[src/rtl/irq_encoder_8_3.sv]
// Registered 8-to-3 priority interrupt encoder with mask and IRQ/ACK/EOI handshake.
// Define IRQ_EDGE_EN for rising-edge request capture; default build is level-triggered.
module irq_encoder_8_3 (
    input  logic       clk,
    input  logic       rst,
    input  logic       E,
    input  logic [7:0] R,
    input  logic       MASK_WE,
    input  logic [7:0] MASK_IN,
    input  logic       ACK,
    input  logic       EOI,
    output logic       IRQ,
    output logic [2:0] VEC,
    output logic       BUSY
);

    typedef enum logic [1:0] {
        IDLE    = 2'd0,
        REQ     = 2'd1,
        SERVICE = 2'd2
    } state_t;

    state_t     state;
    state_t     state_next;
    logic [7:0] pend;
    logic [7:0] mask;
    logic [7:0] req_events;
    logic [7:0] eligible;
    logic [7:0] clr;
    logic [2:0] top_idx;

`ifdef IRQ_EDGE_EN
    logic [7:0] rprev;

    always_ff @(posedge clk or posedge rst) begin
        if (rst) rprev <= '0;
        else     rprev <= R;
    end

    assign req_events = R & ~rprev;
`else
    assign req_events = R;
`endif

    assign eligible = pend & ~mask;
    assign clr      = (state == REQ && ACK) ? (8'b1 << VEC) : 8'b0;

    // Ascending scan: the last (highest) eligible index overwrites lower ones.
    always_comb begin
        top_idx = 3'd0;
        for (int i = 0; i < 8; i++) begin
            if (eligible[i]) top_idx = 3'(i);
        end
    end

    always_ff @(posedge clk or posedge rst) begin
        if (rst) begin
            state <= IDLE;
            pend  <= '0;
            mask  <= '0;
            VEC   <= '0;
        end else begin
            state <= state_next;
            // Set wins over ACK clear on the same bit.
            pend  <= (pend & ~clr) | req_events;
            if (MASK_WE) mask <= MASK_IN;
            if (state == IDLE && state_next == REQ) VEC <= top_idx;
        end
    end

    always_comb begin
        state_next = state;
        case (state)
            IDLE:    if (E && (eligible != 8'b0)) state_next = REQ;
            REQ:     if (ACK) state_next = SERVICE;
                     else if (!E) state_next = IDLE;
            SERVICE: if (EOI) state_next = IDLE;
            default: state_next = IDLE;
        endcase
    end

    // Outputs decode the state register only, so no input reaches them combinationally.
    always_comb begin
        IRQ  = (state == REQ);
        BUSY = (state == SERVICE);
    end

endmodule
[config.mk]
export PLATFORM = sky130hd
export DESIGN_NAME = irq_encoder_8_3
export DESIGN_NICKNAME = d
export VERILOG_FILES = /design/src/rtl/irq_encoder_8_3.sv
export SDC_FILE = /design/constraint.sdc
export NUM_CORES = 1
export LEC_CHECK = 0
export CAP_MARGIN = 5
export CORE_AREA = 2 2 57 59
export CTS_CLUSTER_SIZE = 28
export DETAILED_ROUTE_END_ITERATION = 8
export DIE_AREA = 0 0 59 61
export PLACE_DENSITY = 0.63
export SLEW_MARGIN = 20
export SYNTH_ARGS = -nofsm -noshare
export SYNTH_HDL_FRONTEND = slang
export SYNTH_SLANG_ARGS = --single-unit
[constraint.sdc]
create_clock -name clk -period 2.2 [get_ports clk]
set_clock_uncertainty 0.2 [all_clocks]
set_input_delay 0.44 -clock clk [delete_from_list [all_inputs] [get_ports clk]]
set_output_delay 0.44 -clock clk [all_outputs]
set_load 0.02 [all_outputs]
Yosys cells after proc, flatten, opt, wreduce, memory -nomap -nowiden
Index checks and enable logic that the tools add are counted.

operators by class
  eq/ne operators = 3
  shifts and indexed selects = 1
  muxes and demuxes = 13
  bitwise gates (word level) = 5
  reductions and logical operators = 5

operator list
  operator             count
  $mux 3               6
  $and 8x8->8          2
  $not 8->8            2
  $mux 2               4
  $mux 8               1
  $or 8x8->8           1
  $reduce_bool 8->1    1
  $shl 1x3->8 const A  1
  $pmux 2 s3           1
  $eq 2x1->1 const B   2
  $logic_and 1x1->1    3
  $eq 2x2->1 const B   1
  $logic_not 2->1      1
  $mux 1               1

storage, ports and cells
  bits in registers = 21
  input bits = 22
  output and inout port bits = 5
  word-level logic and storage cells = 31

Depth between registers and ports, before layout
Gate-level depths: netlist of run 1.

  depth in word-level cells = 9
  gate-level depth with buffers = 4
  gate-level depth less buffers = 4

Worst setup path before layout of run 1
No wires, ideal clock.

  path type = reg2reg
  start = reg state[1]
  end = reg pend[5]
  library setup time = 118 ps
  arrival time = 1368 ps
  data required time = 1882 ps
  setup slack = 514 ps
  cell stages (with the launch flop) = 5
  buffers on the path = 0
  period minus slack after synthesis = 1686 ps
  cell sequence = dfrtp_1 > and2b_1 > nand3_1 > or3b_1 > a21o_1

between the ends
  cells in the longest elaborated chain, start to end = 6

RTL lines
  what                      line  source
  start: declaration        23    state_t state;
  start signal: assignment  63    state <= state_next;
  $eq 2x1->1                -
  named net IRQ             12    output logic IRQ,
  $logic_and 1x1->1         46    assign clr = (state == REQ && ACK) ? (8'b1 << VEC) : 8'b0;
  $mux 8                    46
  $not 8->8                 65    pend <= (pend & ~clr) | req_events;
  $and 8x8->8               65
  $or 8x8->8                65
  end signal: assignment    65
  end: declaration          25    logic [7:0] pend;

The timed path passes the listed nets, and every way through them passes these cells.
A chain may end at the register's enable or synchronous reset.

Worst setup path after layout of run 1
  start = reg VEC[1]
  end = out VEC[1]

RTL lines
  what                      line  source
  start: declaration        13    output logic [2:0] VEC,
  start signal: assignment  67    if (state == IDLE && state_next == REQ) VEC <= top_idx;

No word-level cell between the ends.

==> impl_metrics.ini, run 1 <==
[outcome]
status = completed

[timing]
min_period_ns = 2.08
rsz0062_at_grt = no
fin_crit_sh_pct = 94.5
postLayoutSetupSlackWorst_ns = 0.121
drv_slew = 0
tns_ns = 0
hold_viol = 0
setup_viol = 0
fmax_mhz = 481
hold-worst-slack_ns = 0.242
max-slew-margin-rel_pct = 75.4
tightestPinTransition_ns = 0.367

[layout]
fill_cells = 307
antenna_cells = 0
layout-drive-gt1-share_pct = 16.5
syn_to_final_growth_pct = 32.7
nets = 138
final_core_util_pct = 45.4

[logic_synthesis]
synth-compound-area-share_pct = 13.8
synthCells = 86
synth_top_area_share_pct = 52.0
ys_seq_area_share_pct = 52.0
synth_mux_area_share_pct = 9.54
synth_area_mm2 = 0.00101
avgSynthCellArea_um2 = 11.7
yosys.area_share.simple_pct = 21.7
synth_warnings = 0
synth_fa_ha_area_share_pct = 0
async_flop_share_pct = 100
synth_top_area_cell = dfrtp_1
synth_area_leaders = dfrtp_1 (52%), mux2_2 (5.6%), nand2b_4 (5.5%)
synth_xor_area_share_pct = 0
ys_types = 29
ys_ff_latch = 21
synth_top_family_by_area = simple AND/OR/NAND/NOR gates
synth_top_flop_cell = dfrtp_1
synth_edf_count = 0
syn_nets = 108

[routing]
vias = 717
drt_iter0_drc = 11
postRouteAntennaNets = 0
firstDrtPassIters = 3
drcViolationCount = 0
wl_per_cell_um = 12.4
viasPerCell = 4.84
routed_wl_um = 1830

[clocking]
clkSinkCount = 21
cts-resized-gates = 1
postCtsHoldBufs = 0
cts_tree = yes
cts_max_path_buffers = 2
postCtsSetupRepairBufs = 0
path_clk_slew_ns = 0.11
clock_latency_ns = 0.31
cts_buffers = 3
root_buffer = clkbuf_4
h-tree-depth = 1

[job]
max_cap_viol_count = 0

[grt]
grt_max_degree = 22
grt_overflow = 0
antenna_found_initial = 0
grt_pass1_wl_um = 3170
grt_pass1_vias = 715
grt_use_total_pct = 12.1

[critical_path]
cp_cell_sequence = clkdlybuf4s50_1
setup.worst_path.end_class = primary output
cp_slowest_stage_delay_ns = 0.65
crit_fanout = 7
critPathSlowestCell = clkdlybuf4s50_1
worst-path-buf-inv = 1
required_ns = 1.56
startpoint_type = flop
arrival_ns = 1.44
criticalPathCategory = reg2out
r2r_setup_slack_ns = 0.51
cp_top_family = buffers and inverters

[placement]
dp_hpwl_um = 1460
place_ws_ns = 0.215
gp_congestion = 0.761
numPortBuffers = 26

[die]
coreArea_mm2 = 0.00295
num_rows = 20
pin_count = 27
die-height_um = 61
dieArea_mm2 = 0.00360
initial_core_util_pct = 34.2
die_x_um = 59

[hold_path]
hp-class = in2async

[power_and_ir_drop]
power.density_mw_per_mm2 = 757
power_mw = 1.01
irDropWorstVdd_mv = 0.282
p_leak_nw = 0.583
-- final cells by class --
cell class | count | area (um^2) | share of cell area (%)
Sequential cell | 21 | 527 | 39.3
Multi-Input combinational cell | 57 | 454 | 33.9
Timing Repair Buffer | 27 | 269 | 20.1
Tap cell | 33 | 41.3 | 3.08
Clock buffer | 4 | 26.3 | 1.96
Inverter | 6 | 22.5 | 1.68
-- through the flow --
step                area, um^2  instances
global route              1340        148
detailed placement        1310        144
CTS                       1340        148
global placement          1310        144
floorplan                 1010         86
finish                    1340        148
-- layer usage --
layer | part of all wire [%] | wire (um) | global-route usage, % | vias to the layer above
met2 | 45 | 815 | 19.0 | 21
li1 | - | - | - | 356
met4 | 1.6 | 30 | 5.84 | 0
met3 | 4.8 | 88 | 2.56 | 3
met1 | 49 | 893 | 15.9 | 337
met5 | 0 | 0 | 0 | -
-- flip-flops by register name, indices dropped and copies added (netlist names) --
register / flops
pend: 8
state: 2
VEC: 3
mask: 8
-- Yosys cell counts (2+ instances only) --
| cell type | count |
|---|---|
| a21o_1 | 4 |
| clkbuf_1 | 2 |
| dfrtp_1 | 21 |
| inv_1 | 6 |
| mux2_2 | 5 |
| mux2_4 | 2 |
| nand2_1 | 9 |
| nand2b_1 | 5 |
| nand2b_4 | 4 |
| nand3_1 | 3 |
| nand3b_1 | 2 |
| nor2_1 | 3 |
| o21ai_0 | 4 |
-- logic make-up after synthesis --
family,after synthesis
AO/OA/AOI/OAI,17
buffers and inverters,8
flip-flops,21
multiplexers,8
AND/OR/NAND/NOR,32
-- cells in the final DEF (no fill, tap or decap), types with 2 or more instances in the layout --
cell type	count
clkdlybuf4s50_1	24
dfrtp_1	20
nand2_1	9
inv_1	6
mux2_2	5
nand2b_1	5
nand2b_4	4
a21o_1	4
o21ai_0	4
nor2_1	3
nand3_1	3
clkbuf_4	3
mux2_4	2
nand3b_1	2
-- path summary, 6_finish.rpt --
kind / start / to / depth (start not counted)
min in group clk: pend[0] / pend[0] / 1
worst min-delay path: rst / mask[3] / 3
worst max register to register: pend[7] / VEC[0] / 4
worst min register to register: pend[0] / pend[0] / 1
worst max-delay path: VEC[1] / VEC[1] / 1
max in group asynchronous: rst / VEC[0] / 3
-- where the power goes --
part	switching (mW)	internal, mW	total, mW
logic	0.148	0.174	0.323
clock network	0.115	0.0709	0.186
registers	0.0664	0.440	0.506
(Power assumes the default switching activity.)
==> run 2, diff against run 1 <==
--- a/config.mk
+++ b/config.mk
@@ -11,6 +11,7 @@
 export DETAILED_ROUTE_END_ITERATION = 8
 export DIE_AREA = 0 0 59 61
 export PLACE_DENSITY = 0.63
+export REMOVE_ABC_BUFFERS = 1
 export SLEW_MARGIN = 20
 export SYNTH_ARGS = -nofsm -noshare
 export SYNTH_HDL_FRONTEND = slang
==> impl_metrics.ini, run 2 (synthesized netlist as in run 1, its figures left out) <==
[routing]
vias = 707
viasPerCell = 4.78
drt_iter0_drc = 9
postRouteAntennaNets = 0
wl_per_cell_um = 12.9
firstDrtPassIters = 4
drcViolationCount = 0
routed_wl_um = 1910

[critical_path]
r2r_end = VEC[2]
setup.worst_path.end_class = primary output
critPathSlowestCell = clkdlybuf4s50_1
cp_top_family = buffers and inverters
startpoint_type = flop
cp_cell_sequence = clkdlybuf4s50_1
criticalPathCategory = reg2out
reg2reg_from = pend[6]
cp_slowest_stage_delay_ns = 0.65
cp.depth = 1
required_ns = 1.56
worst-path-buf-inv = 1
reg2reg_depth = 4
r2r_setup_slack_ns = 0.49
arrival_ns = 1.46
crit_fanout = 7

[clocking]
cts-resized-gates = 1
cts_tree = yes
cts_buffers = 3
clock_latency_ns = 0.31
cts_max_path_buffers = 2
postCtsSetupRepairBufs = 0
path_clk_slew_ns = 0.12
postCtsHoldBufs = 0
root_buffer = clkbuf_4
h-tree-depth = 1
clkSinkCount = 21

[die]
dieArea_mm2 = 0.00360
die_x_um = 59
coreArea_mm2 = 0.00295
pin_count = 27
num_rows = 20
initial_core_util_pct = 34.2
die-height_um = 61

[grt]
grt_pass1_wl_um = 3260
grt_use_total_pct = 12.5
grt_overflow = 0
antenna_found_initial = 0
grt_pass1_vias = 746
grt_max_degree = 22

[timing]
fmax_mhz = 476
max-slew-margin-rel_pct = 75.7
tns_ns = 0
fin_crit_sh_pct = 95.6
drv_slew = 0
min_period_ns = 2.10
tightestPinTransition_ns = 0.363
hold_viol = 0
rsz0062_at_grt = no
setup_viol = 0

[power_and_ir_drop]
swShare_pct = 33.2
power.density_mw_per_mm2 = 765
pwr-share-seq_pct = 49.9
power_mw = 1.03
internal_power_uw = 685
p_clk_share_pct = 18.7
p_sw_uw = 340
share_comb_of_total_power_pct = 31.4
p_leak_nw = 0.583
irDropWorstVdd_mv = 0.247

[placement]
numPortBuffers = 26
dpl_cell_area_mm2 = 0.00131
gp_congestion = 0.721
dp_hpwl_um = 1520

[layout]
syn_to_final_growth_pct = 32.7
antenna_cells = 0
nets = 138
fill_cells = 298
layout-drive-gt1-share_pct = 16.5
final_cell_area_mm2 = 0.00134
mostFrequentLayoutCell = clkdlybuf4s50_1
mostFrequentLayoutCells = clkdlybuf4s50_1 (24), dfrtp_1 (20), nand2_1 (9), inv_1 (6)
largestRegisters = mask (8), pend (8), VEC (3)

[outcome]
status = completed

[hold_path]
hp-class = in2async

[job]
max_cap_viol_count = 0
-- run 2: cell counts in the layout (fill, tap and decap cells not counted) --
Identical to the previous run, type by type.
-- run 2: worst max path at each step --
stage / startpoint / to / slack, ns
2_1_floorplan: state[1] / pend[5] / 0.51
3_3_place_gp: ACK / pend[5] / 0.25
3_5_place_dp: ACK / pend[5] / 0.22
4_1_cts: VEC[0] / VEC[0] / 0.02
5_1_grt: VEC[1] / VEC[1] / 0.03
6_report: VEC[1] / VEC[1] / 0.1
-- run 2: power groups by stage --
| stage | Combinational (mW) | Clock, mW | Sequential [mW] |
|---|---|---|---|
| after floorplan | 0.179 | 0 | 0.520 |
| after global placement | 0.326 | 0 | 0.513 |
| after detailed placement | 0.331 | 0 | 0.517 |
| after CTS | 0.327 | 0.200 | 0.509 |
| after global routing | 0.349 | 0.208 | 0.523 |
| final | 0.322 | 0.192 | 0.511 |
-- run 2: worst register-to-register path: cells and delay by family, from the launching register on --
family          cells  cell delay, ns
flops               1            0.44
compound gates      1            0.41
mux                 1            0.33
simple gates        2            0.23
-- run 2: metrics by stage --
| stage | setup slack (ns) | util [%] | hold slack, ns | cells |
|---|---|---|---|---|
| final | 0.0976 | 45.4 | 0.231 | 148 |
| after global routing | 0.0347 | 45.4 | 0.274 | 148 |
| after CTS | 0.0224 | 45.3 | 0.235 | 148 |
| after detailed placement | 0.222 | 44.4 | 0.277 | 144 |
| after global placement | 0.253 | 44.4 | 0.272 | 144 |
| after floorplan | 0.514 | - | 0.217 | 84 |
-- run 2: layout make-up --
type	count	area [um^2]	area share (%)
Inverter	6	22.5	1.68
Tap cell	33	41.3	3.08
Sequential cell	21	527	39.3
Timing Repair Buffer	27	269	20.1
Clock buffer	4	26.3	1.96
Multi-Input combinational cell	57	454	33.9
-- run 2: metal layers --
metal	wire, um	up-vias	track usage, %
met3	93	3	2.13
met5	0	-	0
met1	896	327	14.3
met4	41	0	6.82
met2	875	21	22.2
li1	-	356	-
